[src/rtl/uart_pkg.sv]
// uart_pkg: shared FSM states, baud-select codes and generator divisors for the UART TX scheduler
package uart_pkg;
  typedef enum logic [1:0] {IDLE, CFG, START, WAIT} state_e;
  localparam logic [1:0] BAUD_2400    = 2'b00;
  localparam logic [1:0] BAUD_4800    = 2'b01;
  localparam logic [1:0] BAUD_9600    = 2'b10;
  localparam logic [1:0] BAUD_38400   = 2'b11;
  localparam logic [1:0] BAUD_DEFAULT = BAUD_9600;
  localparam int unsigned BAUD_DIV [4] = '{240, 120, 60, 15};
  function automatic int unsigned baud_div(input logic [1:0] sel);
    return BAUD_DIV[sel];
  endfunction
endpackage

[src/rtl/uart_tx_scheduler_rr_arbiter.sv]
// rr_arbiter: combinational rotating-priority pick of the first set request at or above ptr_i
module rr_arbiter #(
  parameter int N = 4,
  localparam int IW = $clog2(N)
) (
  input  logic [N-1:0]  req_i,
  input  logic [IW-1:0] ptr_i,
  output logic [N-1:0]  grant_o,
  output logic [IW-1:0] idx_o
);
  always_comb begin
    idx_o = '0;
    for (int k = N - 1; k >= 0; k--)
      if (req_i[(int'(ptr_i) + k) % N]) idx_o = IW'((int'(ptr_i) + k) % N);
    grant_o = (|req_i) ? (N'(1) << idx_o) : '0;
  end
endmodule

[src/rtl/uart_tx_scheduler.sv]
// uart_tx_scheduler: round-robin sharing of one UART transmitter and its baud generator
// between NUM_REQ byte requesters, with baud reprogramming and a completion watchdog.
module uart_tx_scheduler
  import uart_pkg::*;
#(
  parameter int NUM_REQ     = 4,
  parameter int SETTLE_CYC  = 4,
  parameter int TIMEOUT_CYC = 2000000
) (
  input  logic                 clk,
  input  logic                 rst,
  input  logic [NUM_REQ-1:0]   req,
  input  logic [8*NUM_REQ-1:0] req_data,
  input  logic [2*NUM_REQ-1:0] req_baud,
  output logic [NUM_REQ-1:0]   gnt,
  output logic [NUM_REQ-1:0]   done,
  output logic                 err,
  output logic [1:0]           baud_sel,
  output logic                 baud_rst_n,
  output logic [7:0]           tx_data,
  output logic                 tx_start,
  input  logic                 tx_done,
  output logic                 busy
);
  localparam int IW = $clog2(NUM_REQ);
  localparam int WW = $clog2(TIMEOUT_CYC + 1);
  state_e               state_q;
  logic [IW-1:0]        rr_ptr_q, owner_q, arb_idx;
  logic [NUM_REQ-1:0]   arb_gnt, gnt_q, done_q;
  logic [3:0]           settle_q;
  logic [WW-1:0]        wd_q;
  logic [7:0]           tx_data_q;
  logic [1:0]           baud_sel_q;
  logic                 err_q, tx_start_q, baud_rst_n_q;
  rr_arbiter #(.N(NUM_REQ)) u_arb (
    .req_i   (req),
    .ptr_i   (rr_ptr_q),
    .grant_o (arb_gnt),
    .idx_o   (arb_idx)
  );
  always_ff @(posedge clk or posedge rst) begin
    if (rst) begin
      state_q      <= IDLE;
      rr_ptr_q     <= '0;
      owner_q      <= '0;
      settle_q     <= '0;
      wd_q         <= '0;
      gnt_q        <= '0;
      done_q       <= '0;
      err_q        <= 1'b0;
      tx_start_q   <= 1'b0;
      tx_data_q    <= '0;
      baud_sel_q   <= BAUD_DEFAULT;
      baud_rst_n_q <= 1'b0;
    end else begin
      gnt_q      <= '0;
      done_q     <= '0;
      err_q      <= 1'b0;
      tx_start_q <= 1'b0;
      case (state_q)
        IDLE: begin
          baud_rst_n_q <= 1'b1;
          if (|req) begin
            gnt_q     <= arb_gnt;
            tx_data_q <= req_data[8*arb_idx +: 8];
            owner_q   <= arb_idx;
            rr_ptr_q  <= (arb_idx == IW'(NUM_REQ - 1)) ? '0 : arb_idx + 1'b1;
            // A new baud rate needs the generator held in reset while it settles.
            if (req_baud[2*arb_idx +: 2] != baud_sel_q) begin
              baud_sel_q   <= req_baud[2*arb_idx +: 2];
              baud_rst_n_q <= 1'b0;
              settle_q     <= 4'(SETTLE_CYC - 1);
              state_q      <= CFG;
            end else begin
              state_q <= START;
            end
          end
        end
        CFG: begin
          if (settle_q == '0) begin
            baud_rst_n_q <= 1'b1;
            state_q      <= START;
          end else begin
            settle_q <= settle_q - 4'd1;
          end
        end
        START: begin
          tx_start_q <= 1'b1;
          wd_q       <= '0;
          state_q    <= WAIT;
        end
        WAIT: begin
          // Completion takes priority over a watchdog expiring in the same cycle.
          if (tx_done) begin
            done_q  <= NUM_REQ'(1) << owner_q;
            state_q <= IDLE;
          end else if (wd_q == WW'(TIMEOUT_CYC - 1)) begin
            err_q        <= 1'b1;
            baud_rst_n_q <= 1'b0;
            state_q      <= IDLE;
          end else begin
            wd_q <= wd_q + 1'b1;
          end
        end
        default: state_q <= IDLE;
      endcase
    end
  end
  assign gnt        = gnt_q;
  assign done       = done_q;
  assign err        = err_q;
  assign tx_start   = tx_start_q;
  assign tx_data    = tx_data_q;
  assign baud_sel   = baud_sel_q;
  assign baud_rst_n = baud_rst_n_q;
  assign busy       = (state_q != IDLE);
endmodule

[config.mk]
export PLATFORM = sky130hd
export DESIGN_NAME = uart_tx_scheduler
export DESIGN_NICKNAME = d
export VERILOG_FILES = /design/src/rtl/uart_pkg.sv /design/src/rtl/uart_tx_scheduler_rr_arbiter.sv /design/src/rtl/uart_tx_scheduler.sv
export SDC_FILE = /design/constraint.sdc
export NUM_CORES = 1
export LEC_CHECK = 0
export ABC_AREA = 1
export BUFFER_PORTS_ARGS = -buffer_cell sky130_fd_sc_hd__buf_4
export CORE_MARGIN = 3
export CORE_UTILIZATION = 47
export CTS_CLUSTER_DIAMETER = 50
export CTS_CLUSTER_SIZE = 24
export DETAILED_ROUTE_END_ITERATION = 7
export GPL_TIMING_DRIVEN = 0
export PLACE_DENSITY_LB_ADDON = 0.25
export SYNTH_ARGS = -nofsm -noshare
export SYNTH_HDL_FRONTEND = slang
export SYNTH_SLANG_ARGS = --single-unit
[constraint.sdc]
create_clock -name clk -period 1.9 [get_ports clk]
set_clock_uncertainty 0.05 [all_clocks]
set_input_delay 0.095 -clock clk [delete_from_list [all_inputs] [get_ports clk]]
set_output_delay 0.095 -clock clk [all_outputs]
set_load 0.01 [all_outputs]
==> results of run 1 <==
[synth_stat cells, drive strengths merged (3+ instances only)]
library cell / n
nand3: 34
dfrtp: 51
nand3b: 6
o21ai: 26
nand4: 6
nor4: 3
nand2: 90
xor2: 3
o221ai: 3
o211ai: 3
inv: 54
a31oi: 7
a21oi: 22
buf: 7
or2: 4
nor3: 17
ha: 11
nor2: 65
[final cells by class]
class                      count  area share [%]
clock inverter                 3          0.5756
multi-input combinational    310           43.67
tap                           77           2.015
clock buffer                   5           1.439
timing repair buffer         107           18.18
buffer                         8           2.119
sequential                    52           27.29
inverter                      55           4.710
[what timing repair did]
| action | CTS | global route |
|---|---|---|
| endpoints found under the setup margin | 42 | 42 |
| gates cloned | 2 | 1 |
| gates resized for setup | 39 | 74 |
| pin swaps | 24 | 35 |
| endpoints found under the hold margin | 27 | 0 |
| setup buffers | 19 | 14 |
| hold buffers | 2 | 0 |
[critical path: cells and delay by family, from the launching register on]
family	cells	cell delay, ns
buf+inv	2	0.33
flops	1	0.43
simple gates	10	0.98
compound gates	1	0.21
[state kept, by name, indices dropped and copies added (netlist names)]
name,cells
tx_start,1
wd_q,21
gnt,4
rr_ptr_q,2
err,1
owner_q,2
done,4
settle_q,4
tx_data,8
baud_rst_n,1
state_q,2
baud_sel,2
[kinds of logic after synthesis]
group | count (synthesis)
AOI/OAI and AO/OA | 67
adders and majority gates | 11
and+or+nand+nor | 228
DFF | 52
xor gates and xnor gates | 4
buffers and inverters | 64
[worst max-delay path by stage]
stage	slack (ns)	depth (start not counted)	endpoint
4_1_cts	-0.15	14	settle_q[1]
2_1_floorplan	-0.03	15	wd_q[16]
5_1_grt	-0.36	15	settle_q[3]
3_3_place_gp	-0.33	8	tx_data[2]
3_5_place_dp	-0.44	8	tx_data[4]
6_report	-0.21	13	settle_q[2]
[routing by layer]
layer	vias up	part of all wire [%]
met1	1605	41
met5	-	0
met4	0	1.2
li1	1622	-
met2	96	52
met3	16	6.0
[metrics by stage]
| stage | power (mW) | instances |
|---|---|---|
| floorplan | 4.665 | 426 |
| global placement | 5.605 | 571 |
| detailed placement | 5.751 | 572 |
| CTS | 7.032 | 602 |
| global route | 8.348 | 617 |
| finish | 7.728 | 617 |
[layout by cell type, fill, tap and decap left out, drive strengths merged]
master / synthesis / final
buf: 7 / 111
nand2: 90 / 90
nor2: 65 / 65
inv: 54 / 54
dfrtp: 51 / 51
nand3: 34 / 34
o21ai: 26 / 26
a21oi: 22 / 22
nor3: 17 / 17
ha: 11 / 11
a31oi: 7 / 7
clkbuf: 2 / 7
nand4: 6 / 6
nand3b: 6 / 6
or2: 4 / 4
xor2: 3 / 3
o211ai: 3 / 3
o221ai: 3 / 3
nor4: 3 / 3
clkinv: 1 / 3
a211oi: 2 / 2
dlygate4sd3: 0 / 2
o21a: 1 / 1
nor3b: 1 / 1
xnor2: 1 / 1
and3b: 1 / 1
a21boi: 1 / 1
and3: 1 / 1
o22ai: 1 / 1
o31ai: 1 / 1
dfstp: 1 / 1
clkinvlp: 0 / 1
[power by group through the flow]
| stage | combinational, mW | sequential, mW | clock, mW |
|---|---|---|---|
| 6_report | 5.38 | 1.68 | 0.675 |
| 5_1_grt | 5.91 | 1.72 | 0.724 |
| 4_1_cts | 4.69 | 1.66 | 0.683 |
| 3_5_place_dp | 4.08 | 1.68 | 0 |
| 3_3_place_gp | 3.94 | 1.66 | 0 |
| 2_1_floorplan | 2.96 | 1.71 | 0 |
==> results by group, run 1 <==
Status
  – Status: finished, violations left
  – Failing checks: negative setup slack

GRT
  – First-pass GRT wire length: 14.32 mm
  – Vias in the first global route: 3,285
  – Grt met3 use: 4.885%
  – Initial antenna violation count: 0
  – GRT busiest layer: met2
  – Largest net degree at the start of global routing: 28
  – Met1 Usage GRT: 28.42%
  – Total global routing overflow: 0
  – GRT met2 Usage: 39.72%
  – Global Route Usage Sum: 22.57%

Yosys
  – Simple-gate share of the synthesized area: 34.23%
  – Dominant synthesized flop cell: dfrtp_1
  – Yosys top cell area share: 39.01%
  – Syn avg cell area: 7.680 um2
  – Post-synth EDFFs: 0
  – Mux share of post-synthesis cell area: 0%
  – Share of synthesized cell area in full adder, half adder and majority cells: 4.207%
  – Cells after Synth: 426
  – Compound-Gate Fraction of Synth Area: 11.97%
  – Post-synthesis cell type count: 46
  – Main combinational cell family by area after synthesis: simple AND/OR/NAND/NOR gates
  – Post-Synth XOR/XNOR Area: 1.071%
  – Post-synthesis sequential area ratio: 39.81%
  – Syn_nets: 484
  – Area leader, netlist: dfrtp_1
  – #FFs+latches synth: 52
  – Cell area after synthesis: 0.003272 mm2
  – Warnings, synthesis: 0
  – Async SR Flop Fraction: 100.0%
  – Largest cells by area after synthesis: dfrtp_1, nand2_1, nor2_1

Floorplan
  – Die X: 89.44 um
  – Die area: 0.007999 mm2
  – Row cnt: 29
  – Starting Density: 50.10%
  – Core ar.: 0.006531 mm2
  – Num ports: 69
  – Die Height: 89.44 um

Critical path
  – Max FO, Critical Path: 7
  – Crit-path cells: buf_6 -> nand2_4 -> nand3_2 -> and3b_1 -> o21ai_2 -> buf_6 -> nand3_1 -> nand3_1 -> nand2_2 -> nand3_4 -> nand2_4 -> nand2_1 -> nand2_1
  – Critical R2R Capture: settle_q[2]
  – Reg2Reg Launch Point: rr_ptr_q[0]
  – CP arrival: 2.25 ns
  – Cell depth of the worst flop-to-flop path: 13
  – R2r setup slk: -0.21 ns
  – Crit path kind: flip-flop to flip-flop
  – Startpoint Class: flip-flop
  – CP required: 2.05 ns
  – Critical path origin: rr_ptr_q[0]
  – CP Capture Type: flip-flop
  – CP max-delay cell: dfrtp_1
  – Max stage delay on crit path: 0.43 ns

Pwr
  – Peak VDD IR: 0.001611 V
  – Pint: 4.083 mW
  – Net Sw Power: 3.645 mW
  – Pleak: 2.330 nW
  – Logic pwr share: 69.6%
  – Fraction of power spent switching nets: 47.17%
  – Flop pwr share: 21.7%
  – Clock group share of total power: 8.7%
  – Power Dens Cells: 1616 mW/mm2

Final layout
  – Share of layout cells above drive strength 1: 43.89%
  – Register area: 0.001305 mm2
  – Filler cells: 476
  – Diodes inserted: 0
  – Final #Nets: 597
  – Util after Layout: 73.22%
  – Final instance area: 0.004782 mm2
  – Area occupied by multi-input gates: 0.002088 mm2
  – Synth-to-Final Area Change: 46.16%

STA
  – Top achievable clock speed: 475.1 MHz
  – Max-slew violation count: 0
  – Final setup fails: 25
  – Slew @ Worst Pin: 0.7162 ns
  – RSZ-0062 raised after global routing: yes
  – Final hold vios: 0
  – Setup slack after layout: -0.2050 ns
  – Min Tclk post-route: 2.105 ns
  – Fin crit share: 110.8%
  – TNS Setup: -2.759 ns
  – Relative slew slack: 51.81%
  – Fin Hold WS: 0.02862 ns

Min path
  – Hold Path Class: primary input to flip-flop
  – Hold wc startpoint: req_data[0]
  – Worst hold path cell count: 3
  – Hold worst-path end: tx_data[0]

Drt
  – Initial detailed-routing violation count: 160
  – DRC: 0
  – DR vias: 3,339
  – 1st-pass router iterations: 4
  – Vias per std cell: 5.412
  – WL/cell: 14.85 um
  – Final WL: 9.162 mm
  – Final antenna-violating net count: 0

Place
  – Dpl ws: -0.4354 ns
  – Hpwl dp: 6.206 mm
  – Routability congestion estimate: 0.8620
  – Post-DP Area: 0.003954 mm2
  – I/O Buffers: 68

Run
  – Max-cap check violation count: 0

CTS
  – CTS tree: built
  – Clk Latency, worst-skew pair: 0.31 ns
  – Clk sinks: 52
  – Clk buf depth: 2
  – Num CTS Buffers: 5
  – H-tree levels: 2
  – CTS root buf: clkbuf_8
  – CTS clk-pin slew, worst paths: 0.10 ns
(Power assumes the default switching activity.)
==> run 2: changes to the inputs <==
--- a/config.mk
+++ b/config.mk
@@ -13,6 +13,7 @@
 export CTS_CLUSTER_SIZE = 24
 export DETAILED_ROUTE_END_ITERATION = 7
 export GPL_TIMING_DRIVEN = 0
+export MAX_ROUTING_LAYER = met4
 export PLACE_DENSITY_LB_ADDON = 0.25
 export SYNTH_ARGS = -nofsm -noshare
 export SYNTH_HDL_FRONTEND = slang
==> results by group, run 2 (synthesis gave the netlist of run 1 again) <==
Status
  – Status: finished, violations left
  – Failing checks: negative setup slack

Pwr
  – Clock group share of total power: 8.7% (about the same)
  – Fraction of power spent switching nets: 47.24% (+0.073 points)
  – Logic pwr share: 69.6% (about the same)
  – Net Sw Power: 3.657 mW (+0.32%)
  – Pint: 4.084 mW (about the same)
  – Power Dens Cells: 1614 mW/mm2 (-0.12%)
  – Flop pwr share: 21.6% (about the same)
  – Pleak: 2.334 nW (+0.20%)
  – Overall power: 7.741 mW (+0.16%)
  – Peak VDD IR: 0.001618 V (+0.42%)

STA
  – Final hold vios: 0 (unchanged)
  – Final setup fails: 29 (+16%)
  – Slew @ Worst Pin: 0.7174 ns (+0.001174 ns)
  – Fin Hold WS: 0.02800 ns (-0.0006223 ns)
  – Max-slew violation count: 0 (unchanged)
  – Setup slack after layout: -0.2082 ns (-0.003149 ns)
  – Fin crit share: 111.0% (+0.17 points)
  – Min Tclk post-route: 2.108 ns (+0.003149 ns)
  – Relative slew slack: 51.74% (-0.079 points)
  – Top achievable clock speed: 474.3 MHz (-0.15%)
  – RSZ-0062 raised after global routing: yes

GRT
  – Total global routing overflow: 0 (unchanged)
  – Largest net degree at the start of global routing: 28 (unchanged)
  – Global Route Usage Sum: 23.36% (+0.79 points)
  – Vias in the first global route: 3,269 (-0.49%)
  – Initial antenna violation count: 0 (unchanged)
  – First-pass GRT wire length: 14.35 mm (+0.20%)

Place
  – Routability congestion estimate: 0.8759 (+1.6%)
  – Hpwl dp: 6.206 mm (unchanged)
  – I/O Buffers: 68 (unchanged)

Critical path
  – Max stage delay on crit path: 0.44 ns (about the same)
  – CP required: 2.05 ns (about the same)
  – Crit path kind: flip-flop to flip-flop
  – Reg2Reg Launch Point: rr_ptr_q[0]
  – CP max-delay cell: dfrtp_1
  – CP arrival: 2.26 ns (about the same)
  – Startpoint Class: flip-flop
  – Critical path origin: rr_ptr_q[0]
  – CP Capture Type: flip-flop
  – Crit-path cells: buf_6 -> nand2_4 -> nand3_2 -> and3b_1 -> o21ai_2 -> buf_6 -> nand3_1 -> nand3_1 -> nand2_2 -> nand3_4 -> nand2_4 -> nand2_1 -> nand2_1
  – Max FO, Critical Path: 7 (unchanged)

Drt
  – Met2 wire len: 4.845 mm (+2.4%)
  – Final WL: 9.333 mm (+1.9%)
  – DRC: 0 (unchanged)
  – Uppermost layer routed: met4
  – 1st-pass router iterations: 4 (unchanged)
  – Final antenna-violating net count: 0 (unchanged)
  – Vias per std cell: 5.390 (-0.40%)
  – Initial detailed-routing violation count: 170 (+6.3%)
  – WL/cell: 15.10 um (+1.7%)
  – DR vias: 3,331 (-0.24%)
  – WL met3: 474 um (-14%)
  – M1 WL: 3.849 mm (+2.2%)

CTS
  – Clk Latency, worst-skew pair: 0.31 ns (about the same)
  – H-tree levels: 2 (unchanged)
  – Clk sinks: 52 (unchanged)
  – CTS tree: built
  – Clk buf depth: 2 (unchanged)
  – CTS clk-pin slew, worst paths: 0.10 ns (about the same)
  – Num CTS Buffers: 5 (unchanged)
  – CTS root buf: clkbuf_8

Final layout
  – Number of flip-flops in the largest register: 21 (unchanged)
  – Filler cells: 473 (-0.63%)
  – Final #Nets: 598 (+0.17%)
  – Synth-to-Final Area Change: 46.58%
  – Most common cell after layout, fill and taps aside: buf_4
  – Most frequent cells in the layout: buf_4, nand2_1, dfrtp_1, nor2_1, inv_1
  – Share of layout cells above drive strength 1: 43.99% (+0.10 points)
  – Diodes inserted: 0 (unchanged)
  – Top reg by flops: wd_q

Floorplan
  – Die Height: 89.44 um (unchanged)
  – Num ports: 69 (unchanged)
  – Starting Density: 50.10% (unchanged)
  – Die area: 0.007999 mm2 (unchanged)
  – Core ar.: 0.006531 mm2 (unchanged)
  – Die X: 89.44 um (unchanged)
  – Row cnt: 29 (unchanged)

Min path
  – Hold Path Class: primary input to flip-flop
  – Hold wc startpoint: req_data[0]

Run
  – Max-cap check violation count: 0 (unchanged)
run 2: layer usage:
metal / vias up / GRT usage [%]
li1: 1626 / -
met1: 1582 / 29.17
met2: 101 / 39.58
met3: 22 / 4.885
met4: 0 / 4.060
met5: - / -
run 2: layout make-up:
cell class	instances	area, um2	share of cell area [%]
Sequential cell	52	1305	27.21
Tap cell	77	96.34	2.009
Inverter	55	225.2	4.696
Multi-Input combinational cell	310	2091	43.60
Clock inverter	3	27.53	0.5740
Timing Repair Buffer	108	880.8	18.37
Clock buffer	5	68.82	1.435
Buffer	8	101.3	2.113
run 2: timing repair:
item / in CTS / in global routing
gates cloned: 2 / 1
gates resized for setup: 39 / 75
setup buffers: 19 / 15
endpoints found under the setup margin: 42 / 42
hold buffers: 2 / 0
endpoints found under the hold margin: 27 / 0
pin swaps: 24 / 36
run 2: worst max-delay path, delay by kind of cell, from the launching register on:
kind	cells	cell delay (ns)
simple gates	10	0.98
compound gates	1	0.21
flops	1	0.44
buf+inv	2	0.33
run 2: path summary, 6_finish.rpt:
kind / slack (ns) / end / cells after the start
max: -0.21 / settle_q[2] / 13
min: 0.03 / tx_data[0] / 3
max reg2reg: -0.21 / settle_q[2] / 13
min reg2reg: 0.42 / done[0] / 1
max in group asynchronous: 0.83 / baud_sel[1] / 4
min in group asynchronous: 0.36 / wd_q[2] / 3
run 2: power by group through the flow:
stage	clock network (mW)	registers, mW	logic [mW]
after floorplan	0	1.71	2.96
after global placement	0	1.66	3.94
after detailed placement	0	1.68	4.08
after CTS	0.683	1.66	4.69
after global routing	0.728	1.72	5.92
final	0.677	1.68	5.39
run 2: per-stage QoR:
stage / instances / area, um2 / utilization (%) / worst slack (ns) / setup TNS [ns]
after global routing: 618 / 4796 / 73.43 / -0.3561 / -7.362
after global placement: 571 / 3934 / 60.23 / -0.3298 / -14.16
after CTS: 602 / 4364 / 66.82 / -0.1515 / -2.253
final: 618 / 4796 / 73.43 / -0.2082 / -2.983
after floorplan: 426 / 3327 / - / -0.03399 / -0.03399
after detailed placement: 572 / 3954 / 60.54 / -0.4354 / -7.028
